File: config.mk
export PLATFORM = sky130hd
export DESIGN_NAME = cmp_share_ctrl
export DESIGN_NICKNAME = d
export VERILOG_FILES = /design/src/rtl/cmp_share_ctrl_pkg.sv /design/src/rtl/Cmp.sv /design/src/rtl/cmp_rr_pick.sv /design/src/rtl/cmp_share_ctrl.sv
export SDC_FILE = /design/constraint.sdc
export NUM_CORES = 1
export LEC_CHECK = 0
export ABC_CLOCK_PERIOD_IN_PS = 6600
export CAP_MARGIN = 20
export CORE_AREA = 2 2 211 213
export CTS_BUF_LIST = sky130_fd_sc_hd__clkbuf_16
export DETAILED_ROUTE_END_ITERATION = 6
export DIE_AREA = 0 0 213 215
export PLACE_DENSITY = 0.64
export SYNTH_ARGS = -nofsm -noshare
export SYNTH_HDL_FRONTEND = slang
export SYNTH_SLANG_ARGS = --single-unit
File: constraint.sdc
create_clock -name in_clk -period 6.6 [get_ports in_clk]
set_input_delay 1.32 -clock in_clk [delete_from_list [all_inputs] [get_ports in_clk]]
set_output_delay 1.32 -clock in_clk [all_outputs]
set_load 0.02 [all_outputs]
File: src/rtl/cmp_share_ctrl_pkg.sv
// Shared definitions for the shared-comparator controller: condition codes,
// flag bit positions, FSM states and the condition evaluation helper.
package cmp_share_ctrl_pkg;

   localparam logic [2:0] COND_EQ  = 3'b000;
   localparam logic [2:0] COND_NE  = 3'b001;
   localparam logic [2:0] COND_LT  = 3'b100;
   localparam logic [2:0] COND_GE  = 3'b101;
   localparam logic [2:0] COND_LTU = 3'b110;
   localparam logic [2:0] COND_GEU = 3'b111;

   localparam int unsigned FLAG_EQ  = 4;
   localparam int unsigned FLAG_LT  = 3;
   localparam int unsigned FLAG_LTU = 2;
   localparam int unsigned FLAG_GE  = 1;
   localparam int unsigned FLAG_GEU = 0;

   typedef enum logic [1:0] {
      ST_IDLE,
      ST_EXEC,
      ST_RESP
   } state_t;

   // Returns {illegal, taken}; reserved codes 010/011 never take.
   function automatic logic [1:0] cond_eval(input logic [2:0] cond, input logic [4:0] flag);
      logic [1:0] res;
      res = 2'b00;
      case (cond)
         COND_EQ:  res = {1'b0, flag[FLAG_EQ]};
         COND_NE:  res = {1'b0, ~flag[FLAG_EQ]};
         COND_LT:  res = {1'b0, flag[FLAG_LT]};
         COND_GE:  res = {1'b0, flag[FLAG_GE]};
         COND_LTU: res = {1'b0, flag[FLAG_LTU]};
         COND_GEU: res = {1'b0, flag[FLAG_GEU]};
         default:  res = 2'b10;
      endcase
      return res;
   endfunction

endpackage

File: src/rtl/Cmp.sv
// Signed/unsigned magnitude comparator producing {EQ, LT, LTU, GE, GEU}.
module Cmp
   import cmp_share_ctrl_pkg::*;
#(
   parameter int unsigned DATA_WIDTH = 64
) (
   input  logic [DATA_WIDTH-1:0] in_numA,
   input  logic [DATA_WIDTH-1:0] in_numB,
   output logic [4:0]            out_flag
);

   logic lt_s;
   logic lt_u;

   assign lt_s = $signed(in_numA) < $signed(in_numB);
   assign lt_u = in_numA < in_numB;

   always_comb begin
      out_flag           = '0;
      out_flag[FLAG_EQ]  = (in_numA == in_numB);
      out_flag[FLAG_LT]  = lt_s;
      out_flag[FLAG_LTU] = lt_u;
      out_flag[FLAG_GE]  = ~lt_s;
      out_flag[FLAG_GEU] = ~lt_u;
   end

endmodule

File: src/rtl/cmp_rr_pick.sv
// Combinational round-robin picker: first valid index at or above ptr, wrapping.
module cmp_rr_pick #(
   parameter int unsigned NUM_REQ = 4,
   parameter int unsigned PTR_W   = 2
) (
   input  logic [NUM_REQ-1:0] in_valid,
   input  logic [PTR_W-1:0]   in_ptr,
   output logic [NUM_REQ-1:0] out_grant,
   output logic [PTR_W-1:0]   out_idx,
   output logic               out_any
);

   always_comb begin
      int unsigned k;
      out_grant = '0;
      out_idx   = '0;
      out_any   = 1'b0;
      k         = 0;
      for (int unsigned off = 0; off < NUM_REQ; off++) begin
         k = (32'(in_ptr) + off) % NUM_REQ;
         if (!out_any && in_valid[k]) begin
            out_any      = 1'b1;
            out_grant[k] = 1'b1;
            out_idx      = PTR_W'(k);
         end
      end
   end

endmodule

File: src/rtl/cmp_share_ctrl.sv
// Shares one Cmp between NUM_REQ requesters with round-robin arbitration;
// the result is registered and held until the owning requester accepts it.
module cmp_share_ctrl
   import cmp_share_ctrl_pkg::*;
#(
   parameter int unsigned DATA_WIDTH = 64,
   parameter int unsigned NUM_REQ    = 4,
   parameter int unsigned PTR_W      = 2
) (
   input  logic                          in_clk,
   input  logic                          in_rst,
   input  logic [NUM_REQ-1:0]            in_req_valid,
   output logic [NUM_REQ-1:0]            out_req_ready,
   input  logic [NUM_REQ*DATA_WIDTH-1:0] in_req_numA,
   input  logic [NUM_REQ*DATA_WIDTH-1:0] in_req_numB,
   input  logic [NUM_REQ*3-1:0]          in_req_cond,
   output logic [NUM_REQ-1:0]            out_rsp_valid,
   input  logic [NUM_REQ-1:0]            in_rsp_ready,
   output logic                          out_rsp_taken,
   output logic [4:0]                    out_rsp_flag,
   output logic                          out_rsp_illegal,
   output logic                          out_busy
);

   state_t                 state, state_n;
   logic [PTR_W-1:0]       ptr;
   logic [PTR_W-1:0]       grant_idx;
   logic [DATA_WIDTH-1:0]  numA_r;
   logic [DATA_WIDTH-1:0]  numB_r;
   logic [2:0]             cond_r;
   logic [4:0]             cmp_flag;
   logic [1:0]             cond_res;
   logic [NUM_REQ-1:0]     pick_grant;
   logic [PTR_W-1:0]       pick_idx;
   logic                   pick_any;
   logic                   rsp_done;

   cmp_rr_pick #(
      .NUM_REQ (NUM_REQ),
      .PTR_W   (PTR_W)
   ) u_pick (
      .in_valid  (in_req_valid),
      .in_ptr    (ptr),
      .out_grant (pick_grant),
      .out_idx   (pick_idx),
      .out_any   (pick_any)
   );

   Cmp #(
      .DATA_WIDTH (DATA_WIDTH)
   ) u_cmp (
      .in_numA  (numA_r),
      .in_numB  (numB_r),
      .out_flag (cmp_flag)
   );

   assign cond_res = cond_eval(cond_r, cmp_flag);
   assign rsp_done = (state == ST_RESP) && in_rsp_ready[grant_idx];

   always_comb begin
      state_n = state;
      case (state)
         ST_IDLE: if (pick_any) state_n = ST_EXEC;
         ST_EXEC: state_n = ST_RESP;
         ST_RESP: if (rsp_done) state_n = ST_IDLE;
         default: state_n = ST_IDLE;
      endcase
   end

   always_ff @(posedge in_clk or posedge in_rst) begin
      if (in_rst) begin
         state           <= ST_IDLE;
         ptr             <= '0;
         grant_idx       <= '0;
         numA_r          <= '0;
         numB_r          <= '0;
         cond_r          <= '0;
         out_rsp_taken   <= 1'b0;
         out_rsp_flag    <= '0;
         out_rsp_illegal <= 1'b0;
      end else begin
         state <= state_n;
         if (state == ST_IDLE && pick_any) begin
            grant_idx <= pick_idx;
            numA_r    <= in_req_numA[int'(pick_idx)*DATA_WIDTH +: DATA_WIDTH];
            numB_r    <= in_req_numB[int'(pick_idx)*3*0 + int'(pick_idx)*DATA_WIDTH +: DATA_WIDTH];
            cond_r    <= in_req_cond[int'(pick_idx)*3 +: 3];
         end
         if (state == ST_EXEC) begin
            out_rsp_flag    <= cmp_flag;
            out_rsp_taken   <= cond_res[0];
            out_rsp_illegal <= cond_res[1];
         end
         if (rsp_done) begin
            ptr <= (grant_idx == PTR_W'(NUM_REQ-1)) ? '0 : grant_idx + 1'b1;
         end
      end
   end

   // Ready is gated by reset so every output reads zero while reset is held.
   always_comb begin
      out_req_ready = '0;
      out_rsp_valid = '0;
      if (state == ST_IDLE && !in_rst) out_req_ready = pick_grant;
      if (state == ST_RESP) out_rsp_valid[grant_idx] = 1'b1;
   end

   assign out_busy = (state != ST_IDLE);

endmodule

==> results.md <==
Setup path:
- The most critical setup path has its endpoint at out_req_ready[0].
- The signal arrival time at the worst endpoint is 4.13 ns.
- The worst register-to-register path has a depth of 10.
- The worst-path maximum fanout is 22.
- The category of the worst setup path launch point is a register.
- The most frequent cell on the critical path is sky130_fd_sc_hd__nor2_1.
- The signal on the critical path passes through inv_1 -> ha_1 -> mux4_2 -> nor2b_4 -> a22oi_1 -> nor2_1 -> a221oi_1 -> nor2_1 -> clkdlybuf4s50_1.
- At the worst endpoint, the required time is 5.28 ns.
- The worst register-to-register path ends at cond_r[0].
- The largest individual stage delay along the critical path comes from the cell sky130_fd_sc_hd__dfrtp_1.
- The worst setup path is of the register to primary output kind.
- The register-to-register setup slack is 1.70 ns.
- The largest stage delay on the critical path is 0.83 ns.
- The kind of capture point of the worst setup path is a primary output.
- The startpoint of the worst-slack reg-to-reg timing path is ptr[0].
- The launching instance or port of the critical path is ptr[0].

Synthesis:
- Yosys instantiated no cell more often than sky130_fd_sc_hd__mux2i_1.
- The number of synthesized flops with an enable pin is 0.
- Counting every net in the synthesized netlist gives 1852.
- The top flip-flop cell by instance count after synthesis is sky130_fd_sc_hd__dfrtp_1.
- The largest area contributor in the synthesized netlist is sky130_fd_sc_hd__dfrtp_1.
- The mapped netlist covers 0.0122 mm^2.
- Of all flip-flops after synthesis, the portion carrying an async set or reset was 1.00.
- The share of the Yosys chip area taken by registers is 0.294.
- By area the synthesized netlist is led by sky130_fd_sc_hd__dfrtp_1, sky130_fd_sc_hd__mux2i_1, sky130_fd_sc_hd__mux2_2.
- Dividing the synthesized area by the synthesized cell count gives 9.85 um^2.
- The fraction of synthesized cell area taken by the top area cell type is 0.294.
- Synthesis handed over a netlist of 1243 instances.
- By count the netlist is led by sky130_fd_sc_hd__mux2i_1, sky130_fd_sc_hd__nand2_1, sky130_fd_sc_hd__dfrtp_1.
- The total of flip-flops plus latches after synthesis is 144.
- During synthesis, Yosys emitted a total of 0 warnings.
- After synthesis, the netlist uses 61 different library cells.

Power and ir drop:
- Of the total power, the share spent switching nets is 0.427.
- The internal power consumption is 4.76 mW.
- The leakage power summed over all cells is 7.85 nW.
- The power density over cell area is 449 mW/mm^2.
- The share of total power dissipated in sequential elements is 0.198.
- The overall power is 8.31 mW.
- Summed over all nets, the switching power comes to 3.55 mW.
- The proportion of power drawn by combinational gates is 0.684.
- Of the total power, the clock network draws 0.118.
- The worst supply voltage drop on vdd is 0.336 mV.

CTS:
- The total of hold buffers inserted after clock tree synthesis is 0.
- No sink is reached through more buffers than the 2 on the longest clock path.
- Clock-pin slew was measured on the worst setup and hold paths at 0.07 ns.
- The clock buffer count from CTS is 17.
- The clock latency on the worst-skew pair is 0.43 ns.
- TritonCTS built the clock tree.
- Clock tree synthesis selected as its root buffer the cell sky130_fd_sc_hd__clkbuf_16.
- The post-CTS setup repair buffer count is 0.
- The H-tree depth is 4.
- The post-CTS resize count is 0.
- CTS saw 144 sinks.

Route:
- The average wire per cell in the routed design is 16.3 um.
- The iteration count of the initial detailed-routing pass is 4.
- The total DRC errors in the routed layout is 0.
- After the first detailed-routing iteration, the DRC count stood at 289.
- The detailed router placed 10700 vias in this run.
- The final wirelength is 38400 um.
- The detail-routed via count per cell is 4.57.
- In this run the remaining antenna-violating nets after routing total 0.

Timing:
- The number of endpoints failing setup at the final stage is 0.
- Clock skew on the completed layout was measured at 0.0129 ns.
- Measured against its own limit, the worst slew margin works out to 0.398.
- Setup repair after global routing left no endpoint under its margin.
- The aggregate negative setup slack is 0 ns.
- The number of max-slew violations in the final report is 0.
- The number of hold-slack violations in the final timing report came to 0.
- In the post-route analysis, the smallest setup slack over all paths is 1.15 ns.
- Of the available clock period, the critical path in the final layout requires 0.826.
- On the final layout, the worst hold slack is 0.476 ns.
- The measured slew at the worst slew-check pin is 0.902 ns.
- The time the final worst path needs with I/O delays and setup is 5.45 ns.
- The highest achievable clock rate is 183 MHz.

Final layout:
- The share of cells above drive strength 1 is 0.116.
- After the last flow step, the layout net total stands at 2354.
- The finished cells cover 0.0185 mm^2.
- The count of cells in the finished layout, fillers not included, comes to 2350.
- The antenna diode count is 0.
- The area growth from synthesis to layout is 51.0%.
- At the end of the flow the core is filled with cells to 0.424.

Global route:
- The number of antenna violations at the first check in global routing is 2.
- Entering global routing, the biggest net connects 135 pins.
- The global-route usage over all layers is 0.165.
- The first-pass GRT wire length is 58800 um.
- The peak-usage layer in the global routing report is met2.
- The number of global-route vias before repair came to 11200.
- The total grt overflow is 0.
- The global routing usage on met1 is 0.184.
- The met2 track utilization from global routing is 0.308.
- For met3 alone, demand over resource in global routing was 0.0453.

Floorplanning:
- 550 I/O pins were placed.
- The starting utilization of the core area is 0.280.
- The width of the die is 213 um.
- The number of cell rows is 77.
- The placeable core area is 0.0436 mm^2.
- The die is 215 um tall.
- The die covers 0.0458 mm^2.

Flow run:
- The number of maximum-capacitance constraint violations is 0.

Placement:
- The global placement routability congestion is 0.782.
- After legalization and detailed placement, the total HPWL measured 31200 um.
- In this run the cell area measured after placement is 0.0179 mm^2.
- Once placement completed, the tool counted placed cells totaling 2318.
- In this run the tool buffered the top-level ports with 549 buffer cells.
- Prior to clock tree synthesis, the placed netlist has a worst setup slack of 1.49 ns.

Worst hold path:
- The worst hold path belongs to the class register to register.

Run status:
- The flow ran to the end, and the final reports show no timing, DRC or antenna violations.
==> cells in the final DEF (no fill, tap or decap), types with 3 or more instances in the layout <==
master and instances:
sky130_fd_sc_hd__mux2_2 131, sky130_fd_sc_hd__a221oi_1 4, sky130_fd_sc_hd__a22oi_1 6, sky130_fd_sc_hd__buf_4 9, sky130_fd_sc_hd__nand4_1 15, sky130_fd_sc_hd__and2_1 4
sky130_fd_sc_hd__ha_1 75, sky130_fd_sc_hd__nand2_1 154, sky130_fd_sc_hd__nor4_1 3, sky130_fd_sc_hd__nor2b_1 4, sky130_fd_sc_hd__nor3_1 9, sky130_fd_sc_hd__inv_1 77
sky130_fd_sc_hd__o21ai_0 16, sky130_fd_sc_hd__dfrtp_1 144, sky130_fd_sc_hd__a21o_1 5, sky130_fd_sc_hd__nand3_1 13, sky130_fd_sc_hd__mux2i_1 262, sky130_fd_sc_hd__clkbuf_16 17
sky130_fd_sc_hd__a21oi_1 27, sky130_fd_sc_hd__nor2_1 24, sky130_fd_sc_hd__o31ai_1 3, sky130_fd_sc_hd__o21ai_1 118, sky130_fd_sc_hd__mux4_2 3, sky130_fd_sc_hd__clkdlybuf4s50_1 549
sky130_fd_sc_hd__clkinvlp_4 4, sky130_fd_sc_hd__inv_6 7, sky130_fd_sc_hd__a221o_1 3, sky130_fd_sc_hd__o21ai_2 13, sky130_fd_sc_hd__buf_12 7, sky130_fd_sc_hd__a211oi_1 4
==> worst max-delay path, delay by kind of cell (launching register included) <==
| family | cells | cell delay (ns) |
|---|---|---|
| adder cells (fa/ha/maj) | 1 | 0.58 |
| multiplexers | 1 | 0.65 |
| flip-flops | 1 | 0.83 |
| buffers and inverters | 2 | 1.01 |
| AO/OA/AOI/OAI | 2 | 0.16 |
| AND/OR/NAND/NOR | 3 | 0.46 |
==> power groups by stage <==
stage / logic (mW) / registers, mW / clock network [mW]
after floorplan: 4.92 / 1.57 / 0
after global placement: 5.66 / 1.65 / 0
after detailed placement: 5.76 / 1.66 / 0
after CTS: 5.79 / 1.65 / 1.01
after global routing: 6.30 / 1.71 / 1.05
final: 5.68 / 1.64 / 0.982
==> how the worst min path moves through the flow <==
stage,startpoint,endpoint,cells after the start
final,numB_r[24],numB_r[24],2
after global routing,numB_r[24],numB_r[24],2
after detailed placement,numB_r[24],numB_r[24],2
after floorplan,numB_r[19],numB_r[19],2
after CTS,numB_r[24],numB_r[24],2
after global placement,numB_r[32],numB_r[32],2
==> layer usage <==
| metal | wire (um) | share of wire | up-vias |
|---|---|---|---|
| li1 | - | - | 5460 |
| met1 | 15200 | 0.40 | 4925 |
| met2 | 20000 | 0.52 | 318 |
| met3 | 2590 | 0.067 | 30 |
| met4 | 539 | 0.014 | 4 |
| met5 | 27 | 0.00070 | - |
==> layout make-up <==
| type | instances | area (um^2) |
|---|---|---|
| Clock inverter | 15 | 156 |
| Tap cell | 592 | 741 |
| Sequential cell | 144 | 3600 |
| Multi-Input combinational cell | 939 | 7560 |
| Fill cell | 4280 | 25200 |
| Timing Repair Buffer | 565 | 5700 |
| Clock buffer | 17 | 425 |
| Inverter | 78 | 298 |
==> state kept, by name (all words and copies together) (netlist names) <==
signal,flops
out_rsp_taken,1
cond_r,3
out_rsp_flag,5
grant_idx,2
out_rsp_illegal,1
state,2
numA_r,64
numB_r,64
ptr,2
==> logic make-up after synthesis <==
| logic type | Yosys count | synth area share |
|---|---|---|
| and+or+nand+nor | 242 | 0.0877 |
| DFF | 144 | 0.294 |
| adders and majority gates | 75 | 0.0767 |
| muxes | 399 | 0.344 |
| AOI/OAI and AO/OA | 223 | 0.107 |
| buffers and inverters | 160 | 0.0900 |
Note: power is estimated with default switching activity, not from simulation.
